==> src/rtl/atm_pkg.sv <==
// Shared types and constants for the ATM PIN entry stage and atm_fsm.
// Holds the session state enum and default PIN geometry.
package atm_pkg;

   typedef enum logic [2:0] {
      IDLE,
      COLLECT,
      CHECK,
      GRANTED,
      DENIED,
      LOCKED
   } pin_state_t;

   localparam int BCD_MAX          = 9;
   localparam int PIN_DIGITS_DEF   = 4;
   localparam int MAX_ATTEMPTS_DEF = 3;

   function automatic logic is_bcd(input logic [3:0] d);
      return d <= 4'(BCD_MAX);
   endfunction

endpackage

==> src/rtl/atm_pin_entry_if.sv <==
// Keypad/card/control bundle between the keypad front end and the PIN stage.
// The master drives the keypad and session inputs; the slave reports status.
interface atm_pin_entry_if
   import atm_pkg::*;
#(
   parameter int PIN_DIGITS = PIN_DIGITS_DEF
);

   logic                    card_inserted;
   logic [4*PIN_DIGITS-1:0] stored_pin;
   logic                    key_valid;
   logic [3:0]              key_digit;
   logic                    key_enter;
   logic                    key_clear;
   logic                    session_end;
   logic                    admin_unlock;
   logic                    pin_correct;
   logic                    pin_wrong;
   logic                    card_locked;
   logic                    timeout;
   logic [1:0]              attempts_left;
   logic                    busy;

   modport master (
      output card_inserted, stored_pin,
      output key_valid, key_digit,
      output key_enter, key_clear,
      output session_end, admin_unlock,
      input  pin_correct, pin_wrong,
      input  card_locked, timeout,
      input  attempts_left, busy
   );

   modport slave (
      input  card_inserted, stored_pin,
      input  key_valid, key_digit,
      input  key_enter, key_clear,
      input  session_end, admin_unlock,
      output pin_correct, pin_wrong,
      output card_locked, timeout,
      output attempts_left, busy
   );

endinterface

==> src/rtl/atm_pin_buffer.sv <==
// Digit shift register for PIN entry: first digit ends up most significant.
// clear wins over push; a push while full is dropped.
module atm_pin_buffer
   import atm_pkg::*;
#(
   parameter  int PIN_DIGITS = PIN_DIGITS_DEF,
   localparam int CW         = $clog2(PIN_DIGITS + 1)
) (
   input  logic                    clk,
   input  logic                    rst,
   input  logic                    clear,
   input  logic                    push,
   input  logic [3:0]              digit,
   output logic [4*PIN_DIGITS-1:0] pin_buf,
   output logic [CW-1:0]           count,
   output logic                    full
);

   localparam int BW = 4 * PIN_DIGITS;

   assign full = (count == CW'(PIN_DIGITS));

   always_ff @(posedge clk or posedge rst) begin
      if (rst) begin
         pin_buf <= '0;
         count   <= '0;
      end else if (clear) begin
         pin_buf <= '0;
         count   <= '0;
      end else if (push && !full) begin
         pin_buf <= BW'({pin_buf, digit});
         count   <= count + CW'(1);
      end
   end

endmodule

==> src/rtl/atm_pin_entry.sv <==
// PIN entry stage: collects keypad digits, checks them against the card PIN,
// counts failures towards lockout and aborts idle sessions.
module atm_pin_entry
   import atm_pkg::*;
#(
   parameter int PIN_DIGITS     = PIN_DIGITS_DEF,
   parameter int MAX_ATTEMPTS   = MAX_ATTEMPTS_DEF,
   parameter int TIMEOUT_CYCLES = 1000
) (
   input logic              clk,
   input logic              rst,
   atm_pin_entry_if.slave   bus
);

   localparam int TW = $clog2(TIMEOUT_CYCLES);
   localparam int FW = $clog2(MAX_ATTEMPTS + 1);
   localparam int CW = $clog2(PIN_DIGITS + 1);
   localparam logic [TW-1:0] T_LAST = TW'(TIMEOUT_CYCLES - 1);
   localparam logic [FW-1:0] F_MAX  = FW'(MAX_ATTEMPTS);

   pin_state_t              state, state_nxt;
   logic [TW-1:0]           timer, timer_nxt;
   logic [FW-1:0]           fail, fail_nxt;
   logic                    timeout_q, timeout_nxt;
   logic                    buf_clear, buf_push;
   logic [4*PIN_DIGITS-1:0] pin_buf;
   logic [CW-1:0]           count;
   logic                    full;

   atm_pin_buffer #(.PIN_DIGITS(PIN_DIGITS)) u_buf (
      .clk     (clk),
      .rst     (rst),
      .clear   (buf_clear),
      .push    (buf_push),
      .digit   (bus.key_digit),
      .pin_buf (pin_buf),
      .count   (count),
      .full    (full)
   );

   always_ff @(posedge clk or posedge rst) begin
      if (rst) begin
         state     <= IDLE;
         timer     <= '0;
         fail      <= '0;
         timeout_q <= 1'b0;
      end else begin
         state     <= state_nxt;
         timer     <= timer_nxt;
         fail      <= fail_nxt;
         timeout_q <= timeout_nxt;
      end
   end

   always_comb begin
      state_nxt   = state;
      timer_nxt   = timer;
      fail_nxt    = fail;
      timeout_nxt = 1'b0;
      buf_clear   = 1'b0;
      buf_push    = 1'b0;
      unique case (state)
         IDLE: begin
            buf_clear = 1'b1;
            timer_nxt = '0;
            if (bus.card_inserted) state_nxt = COLLECT;
         end
         COLLECT: begin
            if (bus.session_end) begin
               state_nxt = IDLE;
               buf_clear = 1'b1;
            end else if (bus.key_clear) begin
               buf_clear = 1'b1;
               timer_nxt = '0;
            end else if (bus.key_enter) begin
               timer_nxt = '0;
               state_nxt = (count == CW'(PIN_DIGITS))
                         ? CHECK : DENIED;
            end else if (bus.key_valid && !full &&
                         is_bcd(bus.key_digit)) begin
               buf_push  = 1'b1;
               timer_nxt = '0;
            end else if (timer == T_LAST) begin
               state_nxt   = IDLE;
               timeout_nxt = 1'b1;
               buf_clear   = 1'b1;
            end else begin
               timer_nxt = timer + TW'(1);
            end
         end
         CHECK: begin
            if (bus.session_end) begin
               state_nxt = IDLE;
               buf_clear = 1'b1;
            end else if (pin_buf == bus.stored_pin) begin
               state_nxt = GRANTED;
               fail_nxt  = '0;
            end else begin
               state_nxt = DENIED;
            end
         end
         GRANTED: begin
            buf_clear = 1'b1;
            if (bus.session_end) state_nxt = IDLE;
         end
         DENIED: begin
            // lockout outranks session_end so ejecting cannot dodge it
            buf_clear = 1'b1;
            timer_nxt = '0;
            fail_nxt  = (fail == F_MAX) ? fail : fail + FW'(1);
            if (fail_nxt == F_MAX)    state_nxt = LOCKED;
            else if (bus.session_end) state_nxt = IDLE;
            else                      state_nxt = COLLECT;
         end
         LOCKED: begin
            buf_clear = 1'b1;
            if (bus.admin_unlock) begin
               fail_nxt  = '0;
               state_nxt = IDLE;
            end
         end
         default: state_nxt = IDLE;
      endcase
   end

   assign bus.pin_correct   = (state == GRANTED);
   assign bus.pin_wrong     = (state == DENIED);
   assign bus.card_locked   = (state == LOCKED);
   assign bus.busy          = (state == COLLECT) || (state == CHECK);
   assign bus.timeout       = timeout_q;
   assign bus.attempts_left = 2'(F_MAX - fail);

endmodule

==> src/flat_wrapper.sv <==
// flat-port wrapper written by rule: the top's interface ports become plain ports
module atm_pin_entry_flat import atm_pkg::*;
#(
   parameter int PIN_DIGITS     = PIN_DIGITS_DEF,
   parameter int MAX_ATTEMPTS   = MAX_ATTEMPTS_DEF,
   parameter int TIMEOUT_CYCLES = 1000
)
  (clk, rst, bus_card_inserted, bus_stored_pin, bus_key_valid, bus_key_digit, bus_key_enter, bus_key_clear, bus_session_end, bus_admin_unlock, bus_pin_correct, bus_pin_wrong, bus_card_locked, bus_timeout, bus_attempts_left, bus_busy);
  atm_pin_entry_if #(.PIN_DIGITS(PIN_DIGITS)) bus_i ();
  input logic clk;
  input logic rst;
  input wire logic [$bits(bus_i.card_inserted)-1:0] bus_card_inserted;
  input wire logic [$bits(bus_i.stored_pin)-1:0] bus_stored_pin;
  input wire logic [$bits(bus_i.key_valid)-1:0] bus_key_valid;
  input wire logic [$bits(bus_i.key_digit)-1:0] bus_key_digit;
  input wire logic [$bits(bus_i.key_enter)-1:0] bus_key_enter;
  input wire logic [$bits(bus_i.key_clear)-1:0] bus_key_clear;
  input wire logic [$bits(bus_i.session_end)-1:0] bus_session_end;
  input wire logic [$bits(bus_i.admin_unlock)-1:0] bus_admin_unlock;
  output wire logic [$bits(bus_i.pin_correct)-1:0] bus_pin_correct;
  output wire logic [$bits(bus_i.pin_wrong)-1:0] bus_pin_wrong;
  output wire logic [$bits(bus_i.card_locked)-1:0] bus_card_locked;
  output wire logic [$bits(bus_i.timeout)-1:0] bus_timeout;
  output wire logic [$bits(bus_i.attempts_left)-1:0] bus_attempts_left;
  output wire logic [$bits(bus_i.busy)-1:0] bus_busy;
  assign bus_i.card_inserted = bus_card_inserted;
  assign bus_i.stored_pin = bus_stored_pin;
  assign bus_i.key_valid = bus_key_valid;
  assign bus_i.key_digit = bus_key_digit;
  assign bus_i.key_enter = bus_key_enter;
  assign bus_i.key_clear = bus_key_clear;
  assign bus_i.session_end = bus_session_end;
  assign bus_i.admin_unlock = bus_admin_unlock;
  assign bus_pin_correct = bus_i.pin_correct;
  assign bus_pin_wrong = bus_i.pin_wrong;
  assign bus_card_locked = bus_i.card_locked;
  assign bus_timeout = bus_i.timeout;
  assign bus_attempts_left = bus_i.attempts_left;
  assign bus_busy = bus_i.busy;
  atm_pin_entry #(.PIN_DIGITS(PIN_DIGITS), .MAX_ATTEMPTS(MAX_ATTEMPTS), .TIMEOUT_CYCLES(TIMEOUT_CYCLES)) u_core (.clk(clk), .rst(rst), .bus(bus_i));
endmodule
==> config.mk <==
export PLATFORM = sky130hd
export DESIGN_NAME = atm_pin_entry_flat
export DESIGN_NICKNAME = d
export VERILOG_FILES = /design/src/rtl/atm_pkg.sv /design/src/rtl/atm_pin_entry_if.sv /design/src/rtl/atm_pin_buffer.sv /design/src/rtl/atm_pin_entry.sv /design/src/flat_wrapper.sv
export SDC_FILE = /design/constraint.sdc
export NUM_CORES = 1
export LEC_CHECK = 0
export ABC_CLOCK_PERIOD_IN_PS = 2850
export BUFFER_PORTS_ARGS = -buffer_cell sky130_fd_sc_hd__buf_2
export CORE_MARGIN = 2
export CORE_UTILIZATION = 50
export CTS_CLUSTER_SIZE = 12
export DETAILED_ROUTE_END_ITERATION = 12
export PLACE_DENSITY = 0.82
export SLEW_MARGIN = 20
export SYNTH_ARGS = -nofsm -noshare
export SYNTH_HDL_FRONTEND = slang
export SYNTH_SLANG_ARGS = --single-unit
==> constraint.sdc <==
create_clock -name clk -period 2.85 [get_ports clk]
set_clock_uncertainty 0.15 [all_clocks]
set_input_delay 0.4275 -clock clk [delete_from_list [all_inputs] [get_ports clk]]
set_output_delay 0.4275 -clock clk [all_outputs]
set_load 0.02 [all_outputs]
# [Yosys cells after proc, flatten, opt, wreduce, memory -nomap -nowiden]
# Index checks and enable logic that the tools add are counted.
# W data, S select, Z words.
[word_totals] register_bits=35 latch_bits=0 ramBits=0 rom_bits=0 in_bits=28 out_inout_bits=7 wordCells=89 n_memories=0
[classes] n_addsub=4 multipliers=0 n_div=0 magnitude_cmp=1 eq_ne=20 shifts=0 mux=44 bitwise_logic=0 n_reduce_logical=14
[op_table] cell="$mux W10" n=5
[op_table] cell="$mux W3" n=14
[op_table] cell="$mux W16" n=2
[op_table] cell="$pmux W10 S2" n=1
[op_table] cell="$pmux W3 S6" n=1
[op_table] cell="$eq A16 B16 Y1" n=1
[op_table] cell="$mux W1" n=15
[op_table] cell="$add A10 B1 Y10 const B" n=1
[op_table] cell="$eq A10 B10 Y1 const B" n=1
[op_table] cell="$ne A2 B2 Y1 const B" n=5
[op_table] cell="$eq A3 B3 Y1 const B" n=3
[op_table] cell="$mux W2" n=4
[op_table] cell="$eq A3 B2 Y1 const B" n=2
[op_table] cell="$pmux W2 S3" n=1
[op_table] cell="$reduce_and A6 Y1" n=1
[op_table] cell="$ne A5 B4 Y1 const B" n=1
[op_table] cell="$eq A2 B2 Y1 const B" n=2
[op_table] cell="$le A4 B4 Y1 const B" n=1
[op_table] cell="$ne A4 B3 Y1 const B" n=1
[op_table] cell="$ne A4 B4 Y1 const B" n=1
[op_table] cell="$reduce_and A4 Y1" n=1
[op_table] cell="$reduce_bool A2 Y1" n=2
[op_table] cell="$reduce_or A4 Y1" n=1
[op_table] cell="$add A3 B1 Y3 const B" n=1
[op_table] cell="13 further kinds" n=15

# [Depth between registers and ports, before layout]
# Gate-level depths: netlist of the first run.
[logic_depth] word_depth=12 ltp_mapped=10 ltp_nobuf=7

# [By module]
# A second synthesis of the first run with hierarchy kept.
[unflattened] cells_unflattened=238 area_unflattened_um2=2279.7
[modules_own_cells] module="atm_pin_entry" n_inst=1 cells_per_inst=163 area_each_um2=1353.8 seq_area_each_um2=400.4
[modules_own_cells] module="atm_pin_buffer" n_inst=1 cells_per_inst=75 area_each_um2=925.9 seq_area_each_um2=475.5

# [Worst setup path after synthesis of the first run]
# Ideal clock, no wire load.
[synth_timing] path_kind="reg-to-reg" start="reg u_core.u_buf.count[0]" end="reg u_core.timer[1]" setup_ns=0.122 t_arrival_ns=1.711 required_ns=2.578 setup_slack_ns=0.867 stages_incl_launch_ff=8 n_path_buf=1 synth_period_minus_slack_ns=1.983 path_cell_list="dfrtp_1 > inv_1 > ha_1 > a21boi_2 > and2_1 > buf_6 > or3_2 > a32o_1"
[synth_between] elab_chain_cells=9 word_cells_on_any_way=11 classes_between="eq/ne (2); mux (5); reduce/logical (4)"
[synth_lines] item="from (decl)" line_no="atm_pin_buffer.sv:15" rtl="output logic [CW-1:0] count,"
[synth_lines] item="from (signal assigned)" line_no="atm_pin_buffer.sv:32" rtl="count <= count + CW'(1);"
[synth_lines] item="$eq A3 B3 Y1 *" line_no="atm_pin_buffer.sv:21" rtl="assign full = (count == CW'(PIN_DIGITS));"
[synth_lines] item="$logic_not A1 Y1 *" line_no="atm_pin_entry.sv:79" rtl="end else if (bus.key_valid && !full &&"
[synth_lines] item="$logic_and A1 B1 Y1 * (2 in series)" line_no="atm_pin_entry.sv:79"
[synth_lines] item="$mux W10" line_no="atm_pin_entry.sv:79"
[synth_lines] item="$mux W10" line_no="atm_pin_entry.sv:75" rtl="end else if (bus.key_enter) begin"
[synth_lines] item="$mux W10" line_no="atm_pin_entry.sv:72" rtl="end else if (bus.key_clear) begin"
[synth_lines] item="$mux W10" line_no="atm_pin_entry.sv:69" rtl="if (bus.session_end) begin"
[synth_lines] item="$pmux W10 S2" line_no="atm_pin_entry.sv:62" rtl="unique case (state)"
[synth_lines] item="to (signal assigned)" line_no="atm_pin_entry.sv:49" rtl="timer <= timer_nxt;"
[synth_lines] item="to (decl)" line_no="atm_pin_entry.sv:22" rtl="logic [TW-1:0] timer, timer_nxt;"
# Mark *: on every way between the ends. The rest lies on a longest branch, timed or not. The select of a mux whose other input is x is not followed.
# A chain may end at the register's enable or synchronous reset.

# [Worst setup path in the final report of the first run]
[layout_timing] start="reg u_core.u_buf.count[0]" end="reg u_core.timer[7]"
# The elaborated chain is that of the path after synthesis.

==> results.json, run 1 <==
{
  "rows": 23,
  "final_antenna_net_count": 0,
  "cp_num_buf_inv": 2,
  "cts_htree_levels": 2,
  "clkTransAtPathRegs_ns": 0.08,
  "ys_top_cells_by_count": "nor2_1 (36), dfrtp_1 (35), xnor2_1 (19), mux2i_1 (17), o21ai_0 (16)",
  "critical_path.endpoint": "u_core.timer[7]",
  "ioPinCount": 35,
  "peakVddDrop_mv": 0.439,
  "cts_made_buffers": 5,
  "critical-path-top-delay-family": "simple AND/OR/NAND/NOR gates",
  "clockRootBuffer": "clkbuf_8",
  "drv_slew": 0,
  "antenna_found_initial": 0,
  "setup_viol": 0,
  "r2r-start": "u_core.u_buf.count[0]",
  "topRoutingLayerUsed": "met4",
  "cts.sink_count": 35,
  "first_iter_violations": 69,
  "synthCells": 224,
  "synth_edf_count": 0,
  "first_global_vias": 1649,
  "dpl.cell_count": 302,
  "cts_setup_buffers": 0,
  "worst_setup_path_start_kind": "flip-flop",
  "final_nets": 290,
  "met1_length_mm": 1.95,
  "vias_per_cell": 5.50,
  "fin_cells": 310,
  "ys_types": 46,
  "syn_area_mm2": 0.00210,
  "path_depth": 8,
  "synth-seq-area-share_pct": 41.6,
  "synthToLayoutAreaGrowth_pct": 14.9,
  "met2_wirelength_mm": 2.12,
  "io_buffers": 34,
  "post-synth-top-count-cell": "nor2_1",
  "total_power_mw": 1.41,
  "wl_met3_um": 124,
  "hold_path.class": "in -> async",
  "syn_area_per_cell_um2": 9.39,
  "slowest_delay_ns": 0.49,
  "core_area_mm2": 0.00403,
  "initial_utilization_pct": 52.2,
  "max_slew_margin_pct": 64.9,
  "hold_viol": 0,
  "status": "complete, no violations",
  "dieArea_mm2": 0.00474,
  "dp_hpwl_mm": 3.15,
  "tritoncts": "yes",
  "async_flop_share_pct": 100,
  "r2r_cells": 8,
  "fin_crit_ns": 2.23,
  "setup_tns_ns": 0,
  "vias": 1706,
  "r2r-end": "u_core.timer[7]",
  "overflow": 0,
  "required_ns": 2.93,
  "max_freq_mhz": 448,
  "n_antenna_cell": 0,
  "cp_slowest_cell": "or4_1",
  "drive_above_1_share_pct": 21.5,
  "syn-num-nets": 255,
  "drt-wirelength-per-cell_um": 13.8,
  "cp_max_fo": 13,
  "die_y_um": 68.9,
  "pwr_density_cell_mw_per_mm2": 585,
  "setup_slack_ns": 0.620,
  "rsz0062_at_grt": "false",
  "ys_ff_latch": 35,
  "synth_top_area_share_pct": 41.6,
  "drt_pass1_iterations": 4,
  "cts_hold_buf": 0,
  "cts_resized": 0,
  "ff2ff_setup_slack_ns": 0.62,
  "clkLatencyLatePin_ns": 0.30,
  "cap_violations": 0,
  "dp_slack_ns": 0.650,
  "ys.flop_type": "dfrtp_1",
  "fin_crit_sh_pct": 78.2,
  "grt_pass1_wl_mm": 7.08,
  "synth_top_area_cell": "dfrtp_1",
  "nFillCells": 348,
  "routed_wl_mm": 4.26,
  "die_w_um": 68.9,
  "worstMarginPinSlew_ns": 0.523,
  "endpoint_kind": "flip-flop",
  "synth_area_leaders": "dfrtp_1 (42%), mux2i_1 (8.1%), xnor2_1 (7.9%)",
  "p_leak_nw": 1.17,
  "path_cells": "inv_1 -> ha_1 -> a21boi_2 -> and2_1 -> o41ai_2 -> buf_4 -> or4_1 -> nand3_1",
  "clk_path_buf_depth": 2,
  "critPathArrivalTime_ns": 2.31,
  "crit_type": "reg -> reg",
  "grt_max_degree": 36,
  "gp_congestion": 0.830,
  "grt_usage_pct": 20.4,
  "critPathLaunch": "u_core.u_buf.count[0]",
  "yosysWarnings": 0,
  "remaining_drc_errors": 0
}
-- flip-flops by register name, summed over array words and instances, names as in the netlist --
signal                cells
u_core.timer             10
u_core.u_buf.count        3
u_core.state              3
u_core.fail               2
u_core.u_buf.pin_buf     16
u_core.bus.timeout        1
-- through the flow --
stage | cell area [µm²] | hold slack, ns | utilization (%)
2_1_floorplan | 2100 | 0.308 | -
3_3_place_gp | 2300 | 0.339 | 57.0
3_5_place_dp | 2300 | 0.342 | 57.0
4_1_cts | 2420 | 0.0738 | 60.0
5_1_grt | 2420 | 0.129 | 60.0
6_report | 2420 | 0.0669 | 60.0
-- cell type report --
| cell class | instances | area [µm²] | area share [%] |
|---|---|---|---|
| inverter | 12 | 45.0 | 1.86 |
| multi-input combinational | 167 | 1110 | 46.0 |
| tap | 50 | 62.6 | 2.59 |
| sequential | 35 | 876 | 36.2 |
| clock buffer | 6 | 82.6 | 3.42 |
| clock inverter | 2 | 38.8 | 1.60 |
| timing repair buffer | 38 | 200 | 8.28 |
-- cells in the final DEF, fill, tap and decap left out, types with 3 or more instances in the layout --
| master | count |
|---|---|
| o21ai_0 | 16 |
| mux2i_1 | 17 |
| inv_1 | 12 |
| and2_1 | 4 |
| clkbuf_8 | 6 |
| nand4_1 | 7 |
| o31ai_1 | 5 |
| nor2_1 | 36 |
| ha_1 | 3 |
| dfrtp_1 | 35 |
| nand3_1 | 7 |
| xnor2_1 | 19 |
| buf_2 | 34 |
| a21oi_1 | 5 |
| nand2_1 | 11 |
| buf_4 | 4 |
| and3_1 | 3 |
-- worst min path at each step --
stage	end	slack, ns	cells past startpoint
global placement	u_core.timer[9]	0.34	1
CTS	u_core.u_buf.pin_buf[12]	0.07	3
detailed placement	u_core.timer[9]	0.34	1
finish	u_core.u_buf.pin_buf[12]	0.07	3
global route	u_core.timer[4]	0.13	3
floorplan	u_core.timer[9]	0.31	1
-- layer usage --
| metal | GRT usage [%] | vias to the layer above |
|---|---|---|
| li1 | - | 850 |
| met2 | 34.4 | 28 |
| met5 | 0 | - |
| met4 | 8.09 | 0 |
| met3 | 5.36 | 7 |
| met1 | 25.0 | 821 |
-- where the power goes --
group / switching [mW] / leakage (nW) / internal (mW)
clock network: 0.193 / 0.0618 / 0.288
logic: 0.208 / 0.620 / 0.145
registers: 0.0587 / 0.484 / 0.523
-- worst reg2reg max path: stages (launching register included) --
cell	delay [ns]
dfrtp_1	0.35
inv_1	0.07
ha_1	0.23
a21boi_2	0.19
and2_1	0.27
o41ai_2	0.12
buf_4	0.18
or4_1	0.49
nand3_1	0.10
-- logic make-up after synthesis --
kind of cell    Yosys count  synth area share [%]
mux                      17                  8.09
compound gates           42                  13.6
buf+inv                  22                  5.47
fa+ha+maj                 3                  1.78
simple gates             86                  21.5
xor+xnor                 19                  7.91
flops                    35                  41.6
No activity file was read; power rests on OpenSTA's default activity.
==> inputs of run 2 (changes only) <==
--- a/config.mk
+++ b/config.mk
@@ -5,13 +5,13 @@
 export SDC_FILE = /design/constraint.sdc
 export NUM_CORES = 1
 export LEC_CHECK = 0
-export ABC_CLOCK_PERIOD_IN_PS = 2850
+export ABC_CLOCK_PERIOD_IN_PS = 1800
 export BUFFER_PORTS_ARGS = -buffer_cell sky130_fd_sc_hd__buf_2
 export CORE_MARGIN = 2
 export CORE_UTILIZATION = 50
 export CTS_CLUSTER_SIZE = 12
 export DETAILED_ROUTE_END_ITERATION = 12
-export PLACE_DENSITY = 0.82
+export PLACE_DENSITY = 0.85
 export SLEW_MARGIN = 20
 export SYNTH_ARGS = -nofsm -noshare
 export SYNTH_HDL_FRONTEND = slang
==> constraint.sdc (replaced) <==
create_clock -name clk -period 1.8 [get_ports clk]
set_clock_uncertainty 0.15 [all_clocks]
set_input_delay 0.27 -clock clk [delete_from_list [all_inputs] [get_ports clk]]
set_output_delay 0.27 -clock clk [all_outputs]
set_load 0.02 [all_outputs]
==> results.json, run 2 (synthesized netlist as in run 1, its figures left out) <==
{
  "overflow": 0,
  "remaining_drc_errors": 0,
  "critPathArrivalTime_ns": 2.14,
  "worstMarginPinSlew_ns": 0.479,
  "regMostFlops": "u_core.u_buf.pin_buf",
  "cts.sink_count": 35,
  "drv_slew": 0,
  "p_clk_share_pct": 23.6,
  "crit_type": "reg -> reg",
  "crit_path_frequent_cell": "buf_4",
  "setup_viol": 36,
  "io_buffers": 34,
  "drt-wirelength-per-cell_um": 23.2,
  "rows": 23,
  "max_freq_mhz": 477,
  "status": "finished, violations left",
  "cts_made_buffers": 5,
  "antenna_found_initial": 0,
  "cp_max_fo": 9,
  "path_cells": "buf_4 -> nor4b_4 -> nand4_1 -> buf_4 -> buf_6 -> mux2i_1 -> nor2_4",
  "slowest_delay_ns": 0.40,
  "final_util_pct": 82.5,
  "die_w_um": 68.9,
  "dp_hpwl_mm": 3.78,
  "routed_wl_mm": 8.78,
  "worst_setup_path_start_kind": "flip-flop",
  "violations": "negative setup slack",
  "drt_pass1_iterations": 5,
  "peakVddDrop_mv": 0.593,
  "setup_tns_ns": -7.18,
  "dieArea_mm2": 0.00474,
  "hold_viol": 0,
  "vias_per_cell": 6.38,
  "swShare_pct": 38.8,
  "grt_pass1_wl_mm": 8.48,
  "clkTransAtPathRegs_ns": 0.09,
  "most-common-layout-cells": "buf_4 (62), buf_2 (33), dfrtp_1 (33)",
  "holdWs_ns": 0.120,
  "largest_reg_flops": 16,
  "dp_slack_ns": -0.175,
  "pwr_density_cell_mw_per_mm2": 801,
  "initial_utilization_pct": 52.2,
  "core_area_mm2": 0.00403,
  "grt_usage_pct": 24.1,
  "cap_violations": 0,
  "final_nets": 358,
  "required_ns": 1.85,
  "nFillCells": 186,
  "cts_htree_levels": 2,
  "seqPwrFrac_pct": 33.4,
  "fin_crit_sh_pct": 117,
  "gp_congestion": 0.905,
  "n_antenna_cell": 0,
  "first_global_vias": 1885,
  "p_int_mw": 1.63,
  "final_common_cell": "buf_4",
  "clkLatencyLatePin_ns": 0.31,
  "top_regs": "u_core.u_buf.pin_buf x16, u_core.timer x10",
  "fin_crit_ns": 2.10,
  "first_iter_violations": 312,
  "p_leak_nw": 1.54,
  "drive_above_1_share_pct": 52.7,
  "die_y_um": 68.9,
  "tritoncts": "yes",
  "hold_path.class": "in -> reg",
  "vias": 2410,
  "rsz0062_at_grt": "true",
  "grt_max_degree": 36,
  "max_slew_margin_pct": 67.9,
  "p_sw_mw": 1.03,
  "power_frac_comb_pct": 43.0,
  "endpoint_kind": "flip-flop",
  "ioPinCount": 35,
  "synthToLayoutAreaGrowth_pct": 58.1,
  "clockRootBuffer": "clkbuf_8",
  "setup_slack_ns": -0.297,
  "clk_path_buf_depth": 2,
  "cp_slowest_cell": "dfrtp_1",
  "final_antenna_net_count": 0
}
[run 2: cell types whose count changed in the layout (fill, tap and decap cells not counted), moves of 4 or more]
| cell | delta |
|---|---|
| nor2_2 | +4 |
| mux2i_4 | +5 |
| o21ai_1 | +6 |
| nor2_1 | -21 |
| o31ai_2 | +4 |
| buf_6 | +7 |
| mux2i_1 | -7 |
| o31ai_1 | -4 |
| o21ai_0 | -7 |
| nor2_4 | +17 |
| buf_4 | +58 |
[run 2: what timing repair did]
| action | CTS | global route |
|---|---|---|
| gates cloned | 0 | 4 |
| setup buffers | 11 | 13 |
| endpoints found under the setup margin | 33 | 36 |
| hold endpoints to repair | 35 | 0 |
| resized for setup | 14 | 73 |
| hold buffers | 1 | 0 |
| pin swaps | 18 | 24 |
[run 2: routing by layer]
metal | vias to the layer above | part of all wire [%] | track usage [%]
li1 | 992 | - | -
met1 | 1145 | 36 | 31.4
met2 | 204 | 49 | 40.5
met3 | 69 | 9.2 | 4.55
met4 | 0 | 6.3 | 8.09
met5 | - | 0 | 0
[run 2: final timing paths]
| kind | start | end | slack, ns | cells after the start |
|---|---|---|---|---|
| max | u_core.state[2] | u_core.u_buf.pin_buf[9] | -0.30 | 7 |
| min | bus_key_digit[1] | u_core.u_buf.pin_buf[1] | 0.12 | 3 |
| max reg2reg | u_core.state[2] | u_core.u_buf.pin_buf[9] | -0.30 | 7 |
| min reg2reg | u_core.timer[5] | u_core.timer[5] | 0.43 | 2 |
| max in group asynchronous | rst | u_core.state[0] | 0.66 | 4 |
| min in group asynchronous | rst | u_core.timer[1] | 0.48 | 4 |
[run 2: stage by stage]
stage,instances,cell area [µm²],power [mW]
floorplan,224,2150,1.39
global placement,343,2650,1.62
detailed placement,343,2650,1.64
CTS,361,2880,2.29
global route,378,3320,2.73
finish,378,3320,2.66
[run 2: cell type report]
| cell class | instances | area, µm² | share of cell area, % |
|---|---|---|---|
| inverter | 12 | 45.0 | 1.35 |
| multi-input combinational | 167 | 1460 | 43.8 |
| sequential | 35 | 878 | 26.4 |
| clock inverter | 3 | 23.8 | 0.715 |
| tap | 50 | 62.6 | 1.88 |
| timing repair buffer | 106 | 790 | 23.7 |
| clock buffer | 5 | 68.8 | 2.07 |
[run 2: power groups by stage]
| stage | logic [mW] | registers [mW] | clock network (mW) |
|---|---|---|---|
| after floorplan | 0.505 | 0.882 | 0 |
| after global placement | 0.734 | 0.887 | 0 |
| after detailed placement | 0.752 | 0.888 | 0 |
| after CTS | 0.809 | 0.875 | 0.604 |
| after global routing | 1.19 | 0.892 | 0.650 |
| final | 1.14 | 0.889 | 0.630 |
[run 2: critical path: cells and delay by family, from the launching register on]
kind,cells,cell delay (ns)
buffers and inverters,3,0.55
DFF,1,0.40
muxes,1,0.28
and+or+nand+nor,3,0.61
==> inputs of run 3 (changes only) <==
--- a/config.mk
+++ b/config.mk
@@ -5,13 +5,13 @@
 export SDC_FILE = /design/constraint.sdc
 export NUM_CORES = 1
 export LEC_CHECK = 0
-export ABC_CLOCK_PERIOD_IN_PS = 1800
+export ABC_CLOCK_PERIOD_IN_PS = 1700
 export BUFFER_PORTS_ARGS = -buffer_cell sky130_fd_sc_hd__buf_2
 export CORE_MARGIN = 2
 export CORE_UTILIZATION = 50
 export CTS_CLUSTER_SIZE = 12
 export DETAILED_ROUTE_END_ITERATION = 12
-export PLACE_DENSITY = 0.85
+export PLACE_DENSITY = 0.75
 export SLEW_MARGIN = 20
 export SYNTH_ARGS = -nofsm -noshare
 export SYNTH_HDL_FRONTEND = slang
==> constraint.sdc (replaced) <==
create_clock -name clk -period 1.7 [get_ports clk]
set_clock_uncertainty 0.15 [all_clocks]
set_input_delay 0.255 -clock clk [delete_from_list [all_inputs] [get_ports clk]]
set_output_delay 0.255 -clock clk [all_outputs]
set_load 0.02 [all_outputs]
==> results.json, run 3 (synthesized netlist as in run 1, its figures left out) <==
{
  "status": "finished, violations left",
  "violations": "negative setup slack",
  "dp_slack_ns": -0.225,
  "synthToLayoutAreaGrowth_pct": 54.6,
  "fin_crit_sh_pct": 118,
  "overflow": 0,
  "largest_reg_flops": 16,
  "power_frac_comb_pct": 41.1,
  "antenna_found_initial": 0,
  "cts_htree_levels": 2,
  "top_regs": "u_core.u_buf.pin_buf x16, u_core.timer x10",
  "fin_crit_ns": 2.01,
  "critical-path-top-delay-family": "compound AO/OA/AOI/OAI gates",
  "hold_viol": 0,
  "clkTransAtPathRegs_ns": 0.09,
  "core_area_mm2": 0.00403,
  "slowest_delay_ns": 0.41,
  "clk_path_buf_depth": 2,
  "grt_max_degree": 36,
  "drive_above_1_share_pct": 49.9,
  "final_antenna_net_count": 0,
  "r2r_cells": 8,
  "worstMarginPinSlew_ns": 0.449,
  "clockRootBuffer": "clkbuf_8",
  "remaining_drc_errors": 0,
  "crit_type": "reg -> reg",
  "n_antenna_cell": 0,
  "rsz0062_at_grt": "true",
  "first_global_vias": 2049,
  "routed_wl_mm": 7.01,
  "path_cells": "inv_2 -> ha_4 -> a21boi_2 -> buf_4 -> a211o_4 -> nor3_4 -> nand2_4 -> o31ai_2",
  "max_freq_mhz": 497,
  "vias": 2216,
  "topRoutingLayerUsed": "met4",
  "drt_pass1_iterations": 5,
  "ff2ff_setup_slack_ns": -0.31,
  "gp_congestion": 0.836,
  "grt_usage_pct": 27.9,
  "drt-wirelength-per-cell_um": 18.1,
  "peakVddDrop_mv": 0.693,
  "ioPinCount": 35,
  "initial_utilization_pct": 52.2,
  "seqPwrFrac_pct": 34.6,
  "max_slew_margin_pct": 70.1,
  "final_util_pct": 80.7,
  "r2r-end": "u_core.timer[6]",
  "setup_viol": 39,
  "final_area_mm2": 0.00325,
  "pwr_density_cell_mw_per_mm2": 837,
  "critPathArrivalTime_ns": 2.07,
  "drv_slew": 0,
  "hold_depth": 3,
  "p_clk_share_pct": 24.3,
  "worst_setup_path_start_kind": "flip-flop",
  "clkLatencyLatePin_ns": 0.31,
  "wl_met3_um": 386,
  "p_int_mw": 1.72,
  "rows": 23,
  "holdPathEnd": "u_core.u_buf.pin_buf[1]",
  "holdWs_ns": 0.0467,
  "cp_max_fo": 6,
  "io_buffers": 34,
  "first_iter_violations": 150,
  "final_nets": 367,
  "p_leak_nw": 1.61,
  "grt_pass1_wl_mm": 9.47,
  "final_common_cell": "buf_4",
  "die_y_um": 68.9,
  "met2_wirelength_mm": 3.73,
  "dp_hpwl_mm": 4.02,
  "hold_path.class": "in -> reg",
  "endpoint_kind": "flip-flop",
  "regMostFlops": "u_core.u_buf.pin_buf",
  "dieArea_mm2": 0.00474,
  "most-common-layout-cells": "buf_4 (71), dfrtp_1 (34), buf_2 (31)",
  "die_w_um": 68.9,
  "cts.sink_count": 35,
  "tritoncts": "yes",
  "cp_slowest_cell": "dfrtp_1",
  "swShare_pct": 36.8,
  "hold_start": "bus_key_digit[1]",
  "vias_per_cell": 5.73,
  "cp_num_buf_inv": 2,
  "critPathLaunch": "u_core.u_buf.count[0]",
  "r2r-start": "u_core.u_buf.count[0]",
  "required_ns": 1.76,
  "met1_length_mm": 2.63,
  "place_area_mm2": 0.00284,
  "cts_made_buffers": 5,
  "setup_slack_ns": -0.310,
  "cap_violations": 0,
  "p_sw_mw": 1.00
}
==> run 3: metal layers <==
layer,up-vias,track usage [%]
met5,-,0
met4,0,11.3
met3,26,5.36
met2,103,49.8
met1,1078,32.8
li1,1009,-
==> run 3: cell type report <==
cell class	instances	area, µm²
clock buffer	5	68.8
clock inverter	3	23.8
fill	227	778
inverter	12	45.0
multi-input combinational	167	1330
sequential	35	877
tap	50	62.6
timing repair buffer	115	842
==> run 3: worst max-delay path by stage <==
stage | slack [ns] | endpoint | cells after the start
2_1_floorplan | -0.10 | u_core.u_buf.count[2] | 10
4_1_cts | -0.21 | u_core.timer[3] | 8
3_3_place_gp | -0.16 | u_core.timer[3] | 8
6_report | -0.31 | u_core.timer[6] | 8
5_1_grt | -0.39 | u_core.timer[6] | 8
3_5_place_dp | -0.23 | u_core.timer[9] | 8
==> run 3: stage by stage <==
step / setup TNS [ns] / power [mW] / cells
final: -7.56 / 2.72 / 387
after global routing: -10.44 / 2.83 / 387
after floorplan: -1.30 / 1.47 / 224
after detailed placement: -5.61 / 1.83 / 365
after CTS: -5.38 / 2.55 / 379
after global placement: -3.64 / 1.81 / 365
==> run 3: timing repair <==
| action | in CTS | in global routing |
|---|---|---|
| endpoints found under the setup margin | 39 | 39 |
| cloned | 0 | 0 |
| pin swaps | 10 | 5 |
| hold endpoints to repair | 35 | 0 |
| setup buffers | 5 | 9 |
| hold buffers | 1 | 0 |
| gates resized for setup | 24 | 32 |
==> run 3: power groups by stage <==
stage               sequential [mW]  combinational [mW]  clock (mW)
CTS                           0.928               0.977       0.649
floorplan                     0.934               0.540           0
detailed placement            0.940               0.895           0
global route                  0.944                1.19       0.695
finish                        0.940                1.12       0.661
global placement              0.938               0.872           0
==> run 3: tightest hold or removal path: stages <==
cell and delay (ns):
buf_2 0.08, mux2i_1 0.05, nor2_1 0.08
